## src/rtl/audio_pwm_out_pkg.sv

```systemverilog
// rtl/audio_pwm_out_pkg.sv - shared widths, idle level and FSM states for the audio PWM path
package audio_pwm_out_pkg;
    localparam int BITRES = 4;
    localparam logic [BITRES-1:0] PWM_MUTED = BITRES'(8);

    typedef enum logic [1:0] {
        ST_OFF     = 2'd0,
        ST_RAMP_UP = 2'd1,
        ST_RUN     = 2'd2,
        ST_RAMP_DN = 2'd3
    } pwm_state_e;
endpackage

```

## src/rtl/audio_pwm_frame_timer.sv

```systemverilog
// rtl/audio_pwm_frame_timer.sv - free-running slot divider, slot counter and end-of-frame strobe
module audio_pwm_frame_timer
    import audio_pwm_out_pkg::*;
#(
    parameter int CLKDIV = 64
) (
    input  logic              clk,
    input  logic              resetn,
    output logic [BITRES-1:0] slot_cnt,
    output logic              frame_strobe
);
    localparam int DW = (CLKDIV > 1) ? $clog2(CLKDIV) : 1;
    localparam logic [DW-1:0]     DIV_LAST = DW'(CLKDIV - 1);
    localparam logic [DW-1:0]     DIV_PRE  = DW'(CLKDIV - 2);
    localparam logic [BITRES-1:0] SLOT_MAX = '1;

    logic [DW-1:0] div_cnt;

    // Strobe is decoded one clock early so the registered pulse lands in the frame's last clock.
    always_ff @(posedge clk or negedge resetn) begin
        if (!resetn) begin
            div_cnt      <= '0;
            slot_cnt     <= '0;
            frame_strobe <= 1'b0;
        end else begin
            frame_strobe <= (div_cnt == DIV_PRE) && (slot_cnt == SLOT_MAX);
            if (div_cnt == DIV_LAST) begin
                div_cnt  <= '0;
                slot_cnt <= slot_cnt + 1'b1;
            end else begin
                div_cnt <= div_cnt + 1'b1;
            end
        end
    end
endmodule

```

## src/rtl/audio_pwm_out.sv

```systemverilog
// rtl/audio_pwm_out.sv - frame-synchronous PWM audio output with click-free amp power ramps
module audio_pwm_out
    import audio_pwm_out_pkg::*;
#(
    parameter int CLKDIV      = 64,
    parameter int RAMP_FRAMES = 256
) (
    input  logic              clk,
    input  logic              resetn,
    input  logic              enable,
    input  logic              mute,
    input  logic [BITRES-1:0] pulsewidth,
    output logic              pwm_out,
    output logic              amp_sd_n,
    output logic              frame_strobe,
    output logic              running
);
    localparam int RW = (RAMP_FRAMES > 1) ? $clog2(RAMP_FRAMES) : 1;
    localparam logic [RW-1:0] RC_LAST = RW'(RAMP_FRAMES - 1);

    pwm_state_e        state;
    logic [BITRES-1:0] slot_cnt;
    logic [BITRES-1:0] duty_q;
    logic [BITRES-1:0] ramp_lvl;
    logic [RW-1:0]     ramp_cnt;
    logic              ramp_tick;

    audio_pwm_frame_timer #(.CLKDIV(CLKDIV)) u_timer (
        .clk          (clk),
        .resetn       (resetn),
        .slot_cnt     (slot_cnt),
        .frame_strobe (frame_strobe)
    );

    assign ramp_tick = (ramp_cnt == RC_LAST);

    always_ff @(posedge clk or negedge resetn) begin
        if (!resetn) begin
            state    <= ST_OFF;
            duty_q   <= '0;
            ramp_lvl <= '0;
            ramp_cnt <= '0;
            pwm_out  <= 1'b0;
            amp_sd_n <= 1'b0;
            running  <= 1'b0;
        end else begin
            pwm_out <= (slot_cnt < duty_q);
            if (frame_strobe) begin
                case (state)
                    ST_OFF: begin
                        duty_q <= '0;
                        if (enable) begin
                            state    <= ST_RAMP_UP;
                            amp_sd_n <= 1'b1;
                            ramp_lvl <= '0;
                            ramp_cnt <= '0;
                        end
                    end
                    ST_RAMP_UP: begin
                        duty_q <= ramp_lvl;
                        if (!enable) begin
                            state    <= ST_RAMP_DN;
                            ramp_cnt <= '0;
                        end else if (ramp_lvl == PWM_MUTED) begin
                            state    <= ST_RUN;
                            running  <= 1'b1;
                            ramp_cnt <= '0;
                        end else if (ramp_tick) begin
                            ramp_lvl <= ramp_lvl + 1'b1;
                            ramp_cnt <= '0;
                        end else begin
                            ramp_cnt <= ramp_cnt + 1'b1;
                        end
                    end
                    ST_RUN: begin
                        if (!enable) begin
                            // Cut any audio at this boundary and start the fade from the idle level.
                            duty_q   <= PWM_MUTED;
                            state    <= ST_RAMP_DN;
                            running  <= 1'b0;
                            ramp_lvl <= PWM_MUTED;
                            ramp_cnt <= '0;
                        end else begin
                            duty_q <= mute ? PWM_MUTED : pulsewidth;
                        end
                    end
                    ST_RAMP_DN: begin
                        duty_q <= ramp_lvl;
                        if (enable) begin
                            state    <= ST_RAMP_UP;
                            ramp_cnt <= '0;
                        end else if (ramp_lvl == '0) begin
                            state    <= ST_OFF;
                            amp_sd_n <= 1'b0;
                            ramp_cnt <= '0;
                        end else if (ramp_tick) begin
                            ramp_lvl <= ramp_lvl - 1'b1;
                            ramp_cnt <= '0;
                        end else begin
                            ramp_cnt <= ramp_cnt + 1'b1;
                        end
                    end
                    default: begin
                        state <= ST_OFF;
                    end
                endcase
            end
        end
    end
endmodule

```

## config.mk

```make
export PLATFORM = sky130hd
export DESIGN_NAME = audio_pwm_out
export DESIGN_NICKNAME = d
export VERILOG_FILES = /design/src/rtl/audio_pwm_out_pkg.sv /design/src/rtl/audio_pwm_frame_timer.sv /design/src/rtl/audio_pwm_out.sv
export SDC_FILE = /design/constraint.sdc
export NUM_CORES = 1
export LEC_CHECK = 0
export ABC_CLOCK_PERIOD_IN_PS = 3600
export CAP_MARGIN = 20
export CORE_ASPECT_RATIO = 0.5
export CORE_MARGIN = 2
export CORE_UTILIZATION = 36
export DETAILED_ROUTE_END_ITERATION = 8
export PLACE_DENSITY_LB_ADDON = 0.3
export REMOVE_ABC_BUFFERS = 1
export SLEW_MARGIN = 20
export SYNTH_ARGS = -nofsm -noshare
export SYNTH_HDL_FRONTEND = slang
export SYNTH_HIERARCHICAL = 1
export SYNTH_SLANG_ARGS = --single-unit
```

## constraint.sdc

```tcl
create_clock -name clk -period 3.6 [get_ports clk]
set_input_delay 0.72 -clock clk [delete_from_list [all_inputs] [get_ports clk]]
set_output_delay 0.72 -clock clk [all_outputs]
set_load 0.1 [all_outputs]
```

## Word level (Yosys, flattened, before mapping)

Index checks and enable logic that the tools add are counted.

- Register bits: 32
- Latch bits: 0
- Bits in writable memories: 0
- ROM bits: 0
- Output and inout port bits: 4
- Word-level logic and storage cells: 83
- Memories kept: 0

- Add/subtract/negate cells: 5
- Multipliers: 0
- Div/mod/pow operators: 0
- Magnitude comparators: 1
- Eq/ne operators: 20
- Shift-type cells: 0
- Mux-type cells: 36
- Bitwise logic cells: 0
- Reductions and logical operators: 11

Operators with widths:

| operator | number |
|---|---|
| $mux W8 | 7 |
| $mux W4 | 10 |
| $pmux W8 S4 | 1 |
| $ne A2 B2 Y1 const B | 10 |
| $pmux W4 S4 | 1 |
| $reduce_and A5 Y1 | 3 |
| $eq A6 B6 Y1 const B | 2 |
| $mux W2 | 6 |
| $pmux W4 S3 | 1 |
| $reduce_and A9 Y1 | 1 |
| $add A4 B1 Y4 const B | 2 |
| $add A8 B1 Y8 const B | 1 |
| $eq A4 B4 Y1 const B | 2 |
| $eq A8 B8 Y1 const B | 1 |
| $pmux W2 S4 | 1 |
| $add A6 B1 Y6 const B | 1 |
| $mux W1 | 6 |
| $mux W6 | 1 |
| $ne A3 B3 Y1 const B | 2 |
| $eq A2 B2 Y1 const B | 2 |
| $logic_not A4 Y1 | 1 |
| $lt A4 B4 Y1 | 1 |
| $pmux W1 S2 | 2 |
| $reduce_bool A2 Y1 | 2 |
| 6 further kinds | 6 |

## Logic depth before layout (Yosys ltp)

- Depth after elaboration: 5
- Gate-level depth with buffers: 8

## Hierarchy

The synthesis kept the hierarchy.

Modules (own cells, without submodules):

| module | instances | cells an instance | area each (µm²) | seq. area each (µm²) |
|---|---|---|---|---|
| audio_pwm_out | 1 | 140 | 1,320.0 | 525.5 |
| audio_pwm_frame_timer | 1 | 41 | 494.2 | 275.3 |

## Worst setup path after synthesis

OpenSTA, ideal clock, no wires.

- Kind: register to register
- Start: register u_timer.frame_strobe
- End: register ramp_cnt[6]
- Library setup time: 0.077 ns
- Arrival time: 2.011 ns
- Required time: 3.523 ns
- Path slack: 1.512 ns
- Stages on the path, launching flop included: 5
- Path buffers: 1
- Cells stage by stage: dfrtp_1 -> buf_2 -> nand3_1 -> or4_1 -> a21oi_1

- Longest elaborated chain between the ends: 1

Ends and longest elaborated chain:

| what | RTL line | RTL |
|---|---|---|
| start, declared | audio_pwm_frame_timer.sv:10 | `output logic frame_strobe` |
| start signal, assigned | audio_pwm_frame_timer.sv:26 | `frame_strobe <= (div_cnt == DIV_PRE) && (slot_cnt == SLOT_MAX);` |
| $reduce_and A3 Y1 (no line) | - |  |
| end signal, assigned | audio_pwm_out.sv:72 | `ramp_cnt <= ramp_cnt + 1'b1;` |
| end signal, assigned | audio_pwm_out.sv:100 | `ramp_cnt <= ramp_cnt + 1'b1;` |
| end, declared | audio_pwm_out.sv:25 | `logic [RW-1:0] ramp_cnt;` |

Every way passes these cells.
A chain may end at the register's enable or synchronous reset.

## Worst setup path after layout

- Start: register running
- End: output port running

RTL lines:

| what | RTL line | RTL |
|---|---|---|
| start, declared | audio_pwm_out.sv:16 | `output logic running` |
| start signal, assigned | audio_pwm_out.sv:45 | `running <= 1'b0;` |
| start signal, assigned | audio_pwm_out.sv:66 | `running <= 1'b1;` |
| start signal, assigned | audio_pwm_out.sv:80 | `running <= 1'b0;` |

No word-level cell between the ends.

==> flow_metrics.py <==
metrics = {
    "timing": {
        "slew_headroom_pct": 35.59,
        "skew_ps": 3.542,
        "fin_setup_tns_ps": 0,
        "max_freq_ghz": 0.3951,
        "timing.final.crit_share_pct": 70.30,
        "slew_viol_final": 0,
        "hold_viol_final": 0,
        "rsz0062_at_grt": "no",
        "worstMarginPinSlew_ps": 963.1,
        "setup_viol": 0,
        "period_minus_slack_ps": 2531,
    },
    "cts": {
        "path_clk_slew_ps": 70,
        "cts_hold_buf": 0,
        "cts_sinks": 32,
        "cts_root_buf": "clkbuf_8",
        "htreeDepth": 2,
        "clk_latency_ps": 290,
        "cts_tree": "built",
        "post_cts_resized": 0,
        "clockBufferDepth": 2,
        "cts_setup_buffers": 0,
        "cts_made_buffers": 5,
    },
    "pwr": {
        "powerDensity_nw_per_um2": 340.8,
        "vdd_drop_max_mv": 0.1373,
        "leakage_nw": 0.9583,
    },
    "synth": {
        "yosys-top-cells-area": "dfrtp_1 44%, ha_1 9.0%, nand2_1 3.1%, xnor2_1 2.9%, nand3_1 2.8%",
        "synthFlopType": "dfrtp_1",
        "ys_warn_count": 6,
        "netlist_instances": 181,
        "synth_common_cells": "32 x dfrtp_1, 15 x nand2_1, 13 x ha_1, 13 x nor2_1, 12 x inv_1",
        "yosysTopAreaCellShare_pct": 44.14,
        "seq_area_frac_synth_pct": 44.14,
        "synthMostInstantiatedCell": "dfrtp_1",
        "ys_ff_latch": 32,
        "synth-edff-count": 0,
        "synthesis.area_um2": 1814,
        "syn_avg_cell_area_um2": 10.02,
        "yosysTopAreaCell": "dfrtp_1",
        "ys_types": 41,
        "synth-async-reset-ratio_pct": 100.0,
    },
    "detailed_routing": {
        "vias_per_cell": 5.056,
        "drtIter0Drc": 69,
        "wl_um": 3559,
        "drc": 0,
        "antenna_left": 0,
        "wl_per_cell_um": 13.28,
        "vias": 1355,
        "drtPass1Iterations": 4,
    },
    "finish": {
        "drive_above_1_share_pct": 9.596,
        "area_delta_synth_final_pct": 16.34,
        "final_nets": 219,
        "fill_cells": 477,
        "num_antenna_cells": 0,
        "fin_util_pct": 43.19,
        "multi_input_area_um2": 954.7,
        "ff_latch_area_um2": 800.8,
    },
    "place": {
        "port_buffers": 11,
        "gp_congestion": 0.7833,
        "dp_hpwl_um": 2573,
    },
    "floorplanning": {
        "coreArea_um2": 4887,
        "die_h_um": 54.20,
        "die_w_um": 104.4,
        "rows": 18,
        "pin_count": 12,
        "start_util_pct": 37.12,
        "die-area_um2": 5658,
    },
    "outcome": {
        "status": "completed",
    },
    "worst_setup_path": {
        "cp_num_cells": 1,
        "arrival_ps": 1810,
        "crit_buf_inv": 1,
        "slowest_stage": "clkdlybuf4s50_1",
        "cp_slowest_stage_delay_ps": 1140,
        "crit_family": "buffers and inverters",
        "cp.required_ps": 2880,
        "setup.worst_path.end_class": "output pin",
        "rr_worst_depth": 6,
        "crit_fanout": 3,
        "cp-start-kind": "flip-flop",
        "path_cells": "clkdlybuf4s50_1",
        "critical_path_class": "reg2out",
    },
    "grt": {
        "grt_pass1_wl_um": 6196,
        "grt_max_degree": 33,
        "grt_pass1_vias": 1321,
        "grt_util_all_layers_pct": 14.53,
        "antenna_found_initial": 0,
        "overflow": 0,
    },
    "run": {
        "drv_cap": 0,
    },
    "min_path": {
        "hold_depth": 2,
        "hold_class": "reg2reg",
    },
}
[cell type report]
| cell class | instances | share of cell area [%] |
|---|---|---|
| Multi-Input combinational cell | 134 | 45.23 |
| Sequential cell | 32 | 37.94 |
| Timing Repair Buffer | 12 | 5.453 |
| Tap cell | 70 | 4.149 |
| Clock buffer | 6 | 3.438 |
| Inverter | 12 | 2.134 |
| Clock inverter | 2 | 1.660 |
[metal layers]
| layer | global-route usage, % | up-vias | share of wire (%) |
|---|---|---|---|
| met5 | 0 | - | 0 |
| met4 | 7.432 | 0 | 1.5 |
| met3 | 3.995 | 5 | 3.3 |
| met2 | 24.07 | 16 | 46 |
| met1 | 18.01 | 655 | 49 |
| li1 | - | 679 | - |
[state kept, by name (all words and copies together), names as in the netlist]
| signal | flops |
|---|---|
| u_timer/slot_cnt | 4 |
| u_timer/div_cnt | 6 |
| ramp_cnt | 8 |
| state | 2 |
| u_timer/frame_strobe | 1 |
| ramp_lvl | 4 |
| running | 1 |
| amp_sd_n | 1 |
| pwm_out | 1 |
| duty_q | 4 |
[final timing paths]
check | start | end | slack (ps)
worst max register to register | state[0]$_DFFE_PN0P_ | ramp_cnt[6]$_DFFE_PN0P_ | 1320
max in group asynchronous | resetn | pwm_out$_DFF_PN0_ | 2470
min in group asynchronous | resetn | state[1]$_DFFE_PN0P_ | 820
worst min-delay path | ramp_cnt[0]$_DFFE_PN0P_ | ramp_cnt[0]$_DFFE_PN0P_ | 520
worst max-delay path | running$_DFFE_PN0P_ | running | 1070
worst min register to register | ramp_cnt[0]$_DFFE_PN0P_ | ramp_cnt[0]$_DFFE_PN0P_ | 520
[per-stage QoR]
stage	hold WS, ps	power (mW)	worst slack (ps)	cells	instance area [µm²]
floorplan	424.4	0.3684	1215	178	1800
global placement	495.9	0.3860	883.5	260	2003
detailed placement	512.8	0.3864	816.1	260	2003
CTS	527.8	0.7316	1051	268	2111
global route	550.5	0.7500	1004	268	2111
finish	518.7	0.7194	1069	268	2111
[report_power, final]
group          total (mW)  switching [mW]  internal [mW]
Combinational      0.0195          0.0109        0.00859
Clock               0.340           0.135          0.205
Sequential          0.360               0          0.360
[cells by family (layout without fill, tap and decap cells)]
kind of cell	count (synthesis)	in the layout	synth area share, %
XOR/XNOR	11	11	5.310
adder cells (fa/ha/maj)	14	14	10.07
flip-flops	32	32	44.14
buffers and inverters	15	32	3.241
AO/OA/AOI/OAI	40	40	15.10
AND/OR/NAND/NOR	66	66	20.28
multiplexers	3	3	1.862
[layout by cell type, fill, tap and decap left out, types with 3 or more instances in the layout]
cell / netlist / final
o22ai_1: 4 / 4
inv_1: 12 / 12
xnor2_1: 6 / 6
a22oi_1: 4 / 4
nand2b_1: 3 / 3
nor3_1: 7 / 7
clkdlybuf4s50_1: 0 / 10
a21oi_1: 7 / 7
nand3_1: 10 / 10
o31ai_1: 4 / 4
dfrtp_1: 32 / 32
xor2_1: 5 / 5
ha_1: 13 / 13
clkbuf_8: 0 / 5
nand2_1: 15 / 15
o21ai_0: 9 / 9
nor2_1: 13 / 13
No activity file was read; power rests on OpenSTA's default activity.
